$ cat src/rtl/dequant_pipe.sv
// Two-stage per-lane dequantiser: y = ((x * scale) >>> QBITS) + offset, with scale/offset from a small table.
// Define DEQUANT_SAT_EN to clamp results to the signed DWIDTH range; otherwise results wrap.
module dequant_pipe #(
  parameter int DWIDTH = 16,
  parameter int QWIDTH = 8,
  parameter int LANES  = 4,
  parameter int NSETS  = 4,
  parameter int QBITS  = 8,
  localparam int SW    = (NSETS > 1) ? $clog2(NSETS) : 1
) (
  input  logic                      clk,
  input  logic                      xrst,
  input  logic                      cfg_we,
  input  logic [SW-1:0]             cfg_sel,
  input  logic signed [DWIDTH-1:0]  cfg_scale,
  input  logic signed [DWIDTH-1:0]  cfg_offset,
  input  logic                      in_valid,
  output logic                      in_ready,
  input  logic [SW-1:0]             in_sel,
  input  logic                      in_last,
  input  logic [LANES*QWIDTH-1:0]   in_x,
  output logic                      out_valid,
  input  logic                      out_ready,
  output logic [LANES*DWIDTH-1:0]   out_y,
  output logic                      out_last,
  output logic                      busy
);

  localparam int ZW  = QWIDTH + DWIDTH;
  localparam int SWD = DWIDTH + QWIDTH + 1;

  logic en;

  logic signed [DWIDTH-1:0] tbl_scale  [NSETS];
  logic signed [DWIDTH-1:0] tbl_offset [NSETS];
  logic signed [DWIDTH-1:0] lk_scale;
  logic signed [DWIDTH-1:0] lk_offset;

  logic                     s1_valid;
  logic                     s1_last;
  logic signed [DWIDTH-1:0] s1_offset;
  logic signed [ZW-1:0]     s1_z [LANES];
  logic signed [ZW-1:0]     z_next [LANES];

  logic                     s2_valid;
  logic                     s2_last;
  logic signed [DWIDTH-1:0] s2_y [LANES];
  logic signed [DWIDTH-1:0] y_next [LANES];

  assign en       = !s2_valid || out_ready;
  assign in_ready = en;

  // Table writes land on the edge, so a same-cycle lookup still sees the old entry.
  always_ff @(posedge clk or posedge xrst) begin
    if (xrst) begin
      for (int i = 0; i < NSETS; i++) begin
        tbl_scale[i]  <= '0;
        tbl_offset[i] <= '0;
      end
    end else if (cfg_we && (32'(cfg_sel) < NSETS)) begin
      tbl_scale[cfg_sel]  <= cfg_scale;
      tbl_offset[cfg_sel] <= cfg_offset;
    end
  end

  always_comb begin
    lk_scale  = '0;
    lk_offset = '0;
    if (32'(in_sel) < NSETS) begin
      lk_scale  = tbl_scale[in_sel];
      lk_offset = tbl_offset[in_sel];
    end
  end

  always_comb begin
    for (int i = 0; i < LANES; i++) begin
      z_next[i] = ZW'($signed(in_x[i*QWIDTH +: QWIDTH])) * ZW'(lk_scale);
    end
  end

`ifdef DEQUANT_SAT_EN
  localparam logic signed [SWD-1:0] Y_MAX = {{(QWIDTH+2){1'b0}}, {(DWIDTH-1){1'b1}}};
  localparam logic signed [SWD-1:0] Y_MIN = {{(QWIDTH+2){1'b1}}, {(DWIDTH-1){1'b0}}};

  logic signed [SWD-1:0] s_full [LANES];

  always_comb begin
    for (int i = 0; i < LANES; i++) begin
      s_full[i] = SWD'(s1_z[i] >>> QBITS) + SWD'(s1_offset);
      if (s_full[i] > Y_MAX) begin
        y_next[i] = {1'b0, {(DWIDTH-1){1'b1}}};
      end else if (s_full[i] < Y_MIN) begin
        y_next[i] = {1'b1, {(DWIDTH-1){1'b0}}};
      end else begin
        y_next[i] = DWIDTH'(s_full[i]);
      end
    end
  end
`else
  // Only the low DWIDTH bits survive wrapping, so the sum is formed at that width directly.
  always_comb begin
    for (int i = 0; i < LANES; i++) begin
      y_next[i] = DWIDTH'(s1_z[i] >>> QBITS) + s1_offset;
    end
  end
`endif

  always_ff @(posedge clk or posedge xrst) begin
    if (xrst) begin
      s1_valid  <= 1'b0;
      s1_last   <= 1'b0;
      s1_offset <= '0;
      s2_valid  <= 1'b0;
      s2_last   <= 1'b0;
      for (int i = 0; i < LANES; i++) begin
        s1_z[i] <= '0;
        s2_y[i] <= '0;
      end
    end else if (en) begin
      s1_valid <= in_valid;
      if (in_valid) begin
        s1_last   <= in_last;
        s1_offset <= lk_offset;
        for (int i = 0; i < LANES; i++) begin
          s1_z[i] <= z_next[i];
        end
      end
      s2_valid <= s1_valid;
      if (s1_valid) begin
        s2_last <= s1_last;
        for (int i = 0; i < LANES; i++) begin
          s2_y[i] <= y_next[i];
        end
      end
    end
  end

  always_comb begin
    out_y = '0;
    for (int i = 0; i < LANES; i++) begin
      out_y[i*DWIDTH +: DWIDTH] = s2_y[i];
    end
  end

  assign out_valid = s2_valid;
  assign out_last  = s2_last;
  assign busy      = s1_valid || s2_valid;

endmodule

$ cat config.mk
export PLATFORM = sky130hd
export DESIGN_NAME = dequant_pipe
export DESIGN_NICKNAME = d
export VERILOG_FILES = /design/src/rtl/dequant_pipe.sv
export SDC_FILE = /design/constraint.sdc
export NUM_CORES = 2
export LEC_CHECK = 0
export CORE_MARGIN = 4
export CORE_UTILIZATION = 55
export DETAILED_ROUTE_END_ITERATION = 8
export PLACE_DENSITY_LB_ADDON = 0.08
export SLEW_MARGIN = 10
export SYNTH_ARGS = -nofsm -noshare
export SYNTH_HDL_FRONTEND = slang
export SYNTH_SLANG_ARGS = --single-unit
$ cat constraint.sdc
create_clock -name clk -period 8.8 [get_ports clk]
set_input_delay 0.88 -clock clk [delete_from_list [all_inputs] [get_ports clk]]
set_output_delay 0.88 -clock clk [all_outputs]
set_load 0.005 [all_outputs]
==> impl_summary.md <==
Clock network
Buffers added to address setup during post-CTS repair amount to 0. The number of H-tree levels is 1. CTS placed an instance of sky130_fd_sc_hd__clkbuf_16 at the clock tree root.

The number of hold buffers added after CTS was 0. The total of cells resized after clock tree synthesis is 0. The clock insertion delay at the later pin of the skew report is 0.59 ns.

The number of buffers added by the clock tree synthesis step is 31. CTS saw 276 sinks. The clock passes through at most 3 buffers. The clock transition at the registers of the reported paths is 0.06 ns.

The TritonCTS clock tree is done.

STA
The tightest slew margin relative to the limit is 29.7%. The period utilization is 76.4%. The number of setup violations in the final report is 0. The final total negative setup slack is 0 ns. The hold slack is 0.464 ns.

The time the final worst path needs with I/O delays and setup is 6.72 ns. Across the routed clock network, the largest skew measured is 0.0274 ns. The worst path meets setup with 2.08 ns of slack. The hold violation count in the final report came to 0. Setup repair after global routing left no endpoint under its margin. Based on the critical path, the design can be clocked at up to 0.149 GHz. The measured slew at the worst slew-check pin is 1.05 ns. The number of max-slew violations in the final report was 0.

Worst setup path
The count of cells along the worst register-to-register path is 18. The critical path's slowest cell is sky130_fd_sc_hd__mux4_2. The element type at the critical path end is a flop.

The worst setup path is of the primary input to flop kind. The critical path buffer and inverter count is 3. The dominant delay contributor by cell family on the critical path is adder cells. The startpoint identified for the worst register-to-register timing path is tbl_scale[23]$_DFFE_PP0P_. The largest incremental delay on the critical path is 0.90 ns. The startpoint type of the worst setup path is a primary input.

For the worst setup path, the data arrival time is 7.16 ns. The required time of the critical path is 9.23 ns. The number of stages on the worst setup path is 19.

Traced cell by cell, the critical path runs through buf_2 -> mux4_2 -> and2_1 -> fa_1 -> fa_1 -> fa_1 -> inv_1 -> fa_1 -> inv_1 -> ha_1 -> a41oi_1 -> o21ai_0 -> a31oi_1 -> o21ai_0 -> a221oi_1 -> o21ai_0 -> a31oi_1 -> xnor2_1 -> o21ai_0. The critical path starts at in_sel[0]. The endpoint identified for the worst register-to-register timing path is s1_z[47]$_DFFE_PP0P_.

In this run the register-to-register setup slack is 2.45 ns. In this run the worst path has a maximum fanout of 32.

Placed design
The sum of net half-perimeters after detailed placement is 56.4 mm. The placer congestion estimate is 0.864. The cell total after placement is 3871. The count of buffers from port buffering is 141. The post-placement setup slack is 1.52 ns.

Drt
Using the TritonRoute via totals, the vias-per-cell ratio works out to 5.49. Summing over every cut layer, the via total after detailed routing is 21587. The first detailed-routing pass took 5 iterations.

The detail route stage leaves a number of antenna-violating nets equal to 0. The final layout contains routed wiring with a total length of 72.7 mm. In the routed design, unresolved DRC markers number 0. After detailed routing, the average wire length per cell comes to 18.5 um. After the first detailed-routing iteration, the DRC count stood at 849.

Die
The placement row count is 85. In this run the vertical extent of the chip is 243 um. The total area inside the core boundary comes to 54300 sq um. The initial utilization of the core area, before any placement, comes to 56.0%. The die area is 59200 sq um. In this run the horizontal extent of the chip is 243 um.

The I/O pin total is 142.

Yosys
The total of warnings raised by yosys is 0. The average instance area after synthesis is 9.78 sq um. The synthesized cell area is 30400 sq um.

The count of cell types in the netlist is 64. Of all flip-flops after synthesis, the portion carrying an async set or reset was 100%. The total of flip-flops plus latches after synthesis is 276. The synthesized instance count is 3113. In the synthesized netlist the dominant register cell turns out to be sky130_fd_sc_hd__dfrtp_1. Sequential elements use 22.7% of the synthesized area. Synthesis produced a netlist with a net count of 3827.

Yosys mapped a number of flops with a built-in enable equal to 0.

Cells and area
Compared with the post-synthesis result, the final layout area differs by 10.2%. The number of non-filler instances in the completed layout is 3929. The number of antenna cells inserted is 0. The fill cell total of the finished layout is 4570. The net count reported at finish is 3879. The fraction of layout cells with a size suffix above 1 is 7.87%.

Global routing
The met2 track demand over resource is 46.3%. Global routing used 2.07% of the available met3 tracks. After global routing the overflow that remains totals 0. In this run the most used layer during global routing was met2. The global router's overall resource usage is 24.9%.

The met1 usage is 31.1%. The wire length of the first global-routing pass is 120 mm. The number of antenna violations at the first check in global routing was 0. The via count of the first global-routing pass is 23650. Entering global routing, the biggest net connects 159 pins.

Flow run
Max-cap violations in this run came to 0.

Hold path
The hold-critical path endpoint is out_y[24]$_DFFE_PP0P_. The start point of the worst min-delay path is out_y[24]$_DFFE_PP0P_. The worst hold path class is flop to flop. The depth of the worst hold-timing path is 2.

Status
The run finished with clean final reports.
## worst max-delay path by stage
stage | end | slack, ns
2_1_floorplan | out_last$_DFFE_PP0P_ | 0.31
3_3_place_gp | s1_z[94]$_DFFE_PP0P_ | 1.66
3_5_place_dp | s1_z[47]$_DFFE_PP0P_ | 1.52
4_1_cts | s1_z[47]$_DFFE_PP0P_ | 2.08
5_1_grt | s1_z[47]$_DFFE_PP0P_ | 1.73
6_report | s1_z[47]$_DFFE_PP0P_ | 2.08
## per-layer routing
layer  routed length (um)  vias to the layer above
met3                 2230                      111
li1                     -                     9971
met4                 2190                        0
met1                29700                    11124
met5                    0                        -
met2                38600                      381
## placed cells by master, fill, tap and decap left out, types with 7 or more instances in the layout
cell type / n
sky130_fd_sc_hd__buf_4: 11
sky130_fd_sc_hd__mux2_2: 130
sky130_fd_sc_hd__clkdlybuf4s50_1: 139
sky130_fd_sc_hd__mux4_2: 32
sky130_fd_sc_hd__and3_1: 24
sky130_fd_sc_hd__nand3_1: 25
sky130_fd_sc_hd__o21ai_0: 125
sky130_fd_sc_hd__inv_1: 518
sky130_fd_sc_hd__nand2b_1: 15
sky130_fd_sc_hd__clkbuf_8: 7
sky130_fd_sc_hd__o21bai_1: 10
sky130_fd_sc_hd__or2_2: 7
sky130_fd_sc_hd__o21a_1: 13
sky130_fd_sc_hd__ha_1: 232
sky130_fd_sc_hd__a21oi_1: 49
sky130_fd_sc_hd__nand2_1: 325
sky130_fd_sc_hd__nor2_1: 109
sky130_fd_sc_hd__a31oi_1: 20
sky130_fd_sc_hd__xnor2_1: 64
sky130_fd_sc_hd__dfrtp_1: 276
sky130_fd_sc_hd__a211oi_1: 13
sky130_fd_sc_hd__nor3_1: 33
sky130_fd_sc_hd__nor2b_1: 14
sky130_fd_sc_hd__a21o_1: 30
sky130_fd_sc_hd__xor2_1: 40
sky130_fd_sc_hd__or3_1: 14
sky130_fd_sc_hd__o31ai_1: 29
sky130_fd_sc_hd__fa_1: 408
sky130_fd_sc_hd__clkbuf_16: 31
sky130_fd_sc_hd__and2_1: 347
## state kept, by name, indices dropped and copies added, names as in the netlist
signal and flops:
out_last 1, out_valid 1, out_y 64, s1_last 1
s1_offset 16, s1_valid 1, s1_z 64, tbl_offset 64
tbl_scale 64
## cells by family after synthesis
group | Yosys count | synth area share [%]
AO/OA/AOI/OAI | 340 | 7.15
adder cells (fa/ha/maj) | 640 | 36.4
AND/OR/NAND/NOR | 937 | 15.5
multiplexers | 163 | 7.21
flip-flops | 276 | 22.7
buffers and inverters | 653 | 8.07
XOR/XNOR | 104 | 2.99
## tightest hold or removal path, stage by stage, from the launching register on
cell                      delay (ns)
sky130_fd_sc_hd__dfrtp_1        0.34
sky130_fd_sc_hd__nand2_1        0.05
sky130_fd_sc_hd__nand2_1        0.04
## per-stage QoR
| stage | area [sq um] | utilization [%] |
|---|---|---|
| after floorplan | 30400 | - |
| after global placement | 32400 | 59.6 |
| after detailed placement | 32400 | 59.6 |
| after CTS | 33500 | 61.7 |
| after global routing | 33500 | 61.7 |
| final | 33500 | 61.7 |
## cells in the mapped netlist (all sizes together), types with 29 or more instances
cell | n | area (sq um)
xnor2 | 64 | 561
and2 | 348 | 2180
o21ai | 127 | 639
nor3 | 33 | 165
inv | 519 | 1950
clkbuf | 114 | 428
nor2 | 109 | 409
dfrtp | 276 | 6910
a21oi | 49 | 245
mux2 | 130 | 1460
xor2 | 40 | 350
mux4 | 32 | 721
a21o | 30 | 225
fa | 408 | 8170
ha | 232 | 2900
nand2 | 327 | 1230
o31ai | 29 | 218
## area by class of cell
type                    instances  area (sq um)  share of cell area, %
clock buffers                  41           883                   2.63
clock inverters                17           273                  0.813
inverters                     519          1960                   5.83
multi-input cells            2184         21100                   62.9
flip-flops and latches        276          6910                   20.6
well taps                     739           925                   2.76
repair buffers                153          1500                   4.48
Power is left out: the tool's default activity adds up to more than one toggle a clock period on the data nets, which glitch-free logic cannot reach.
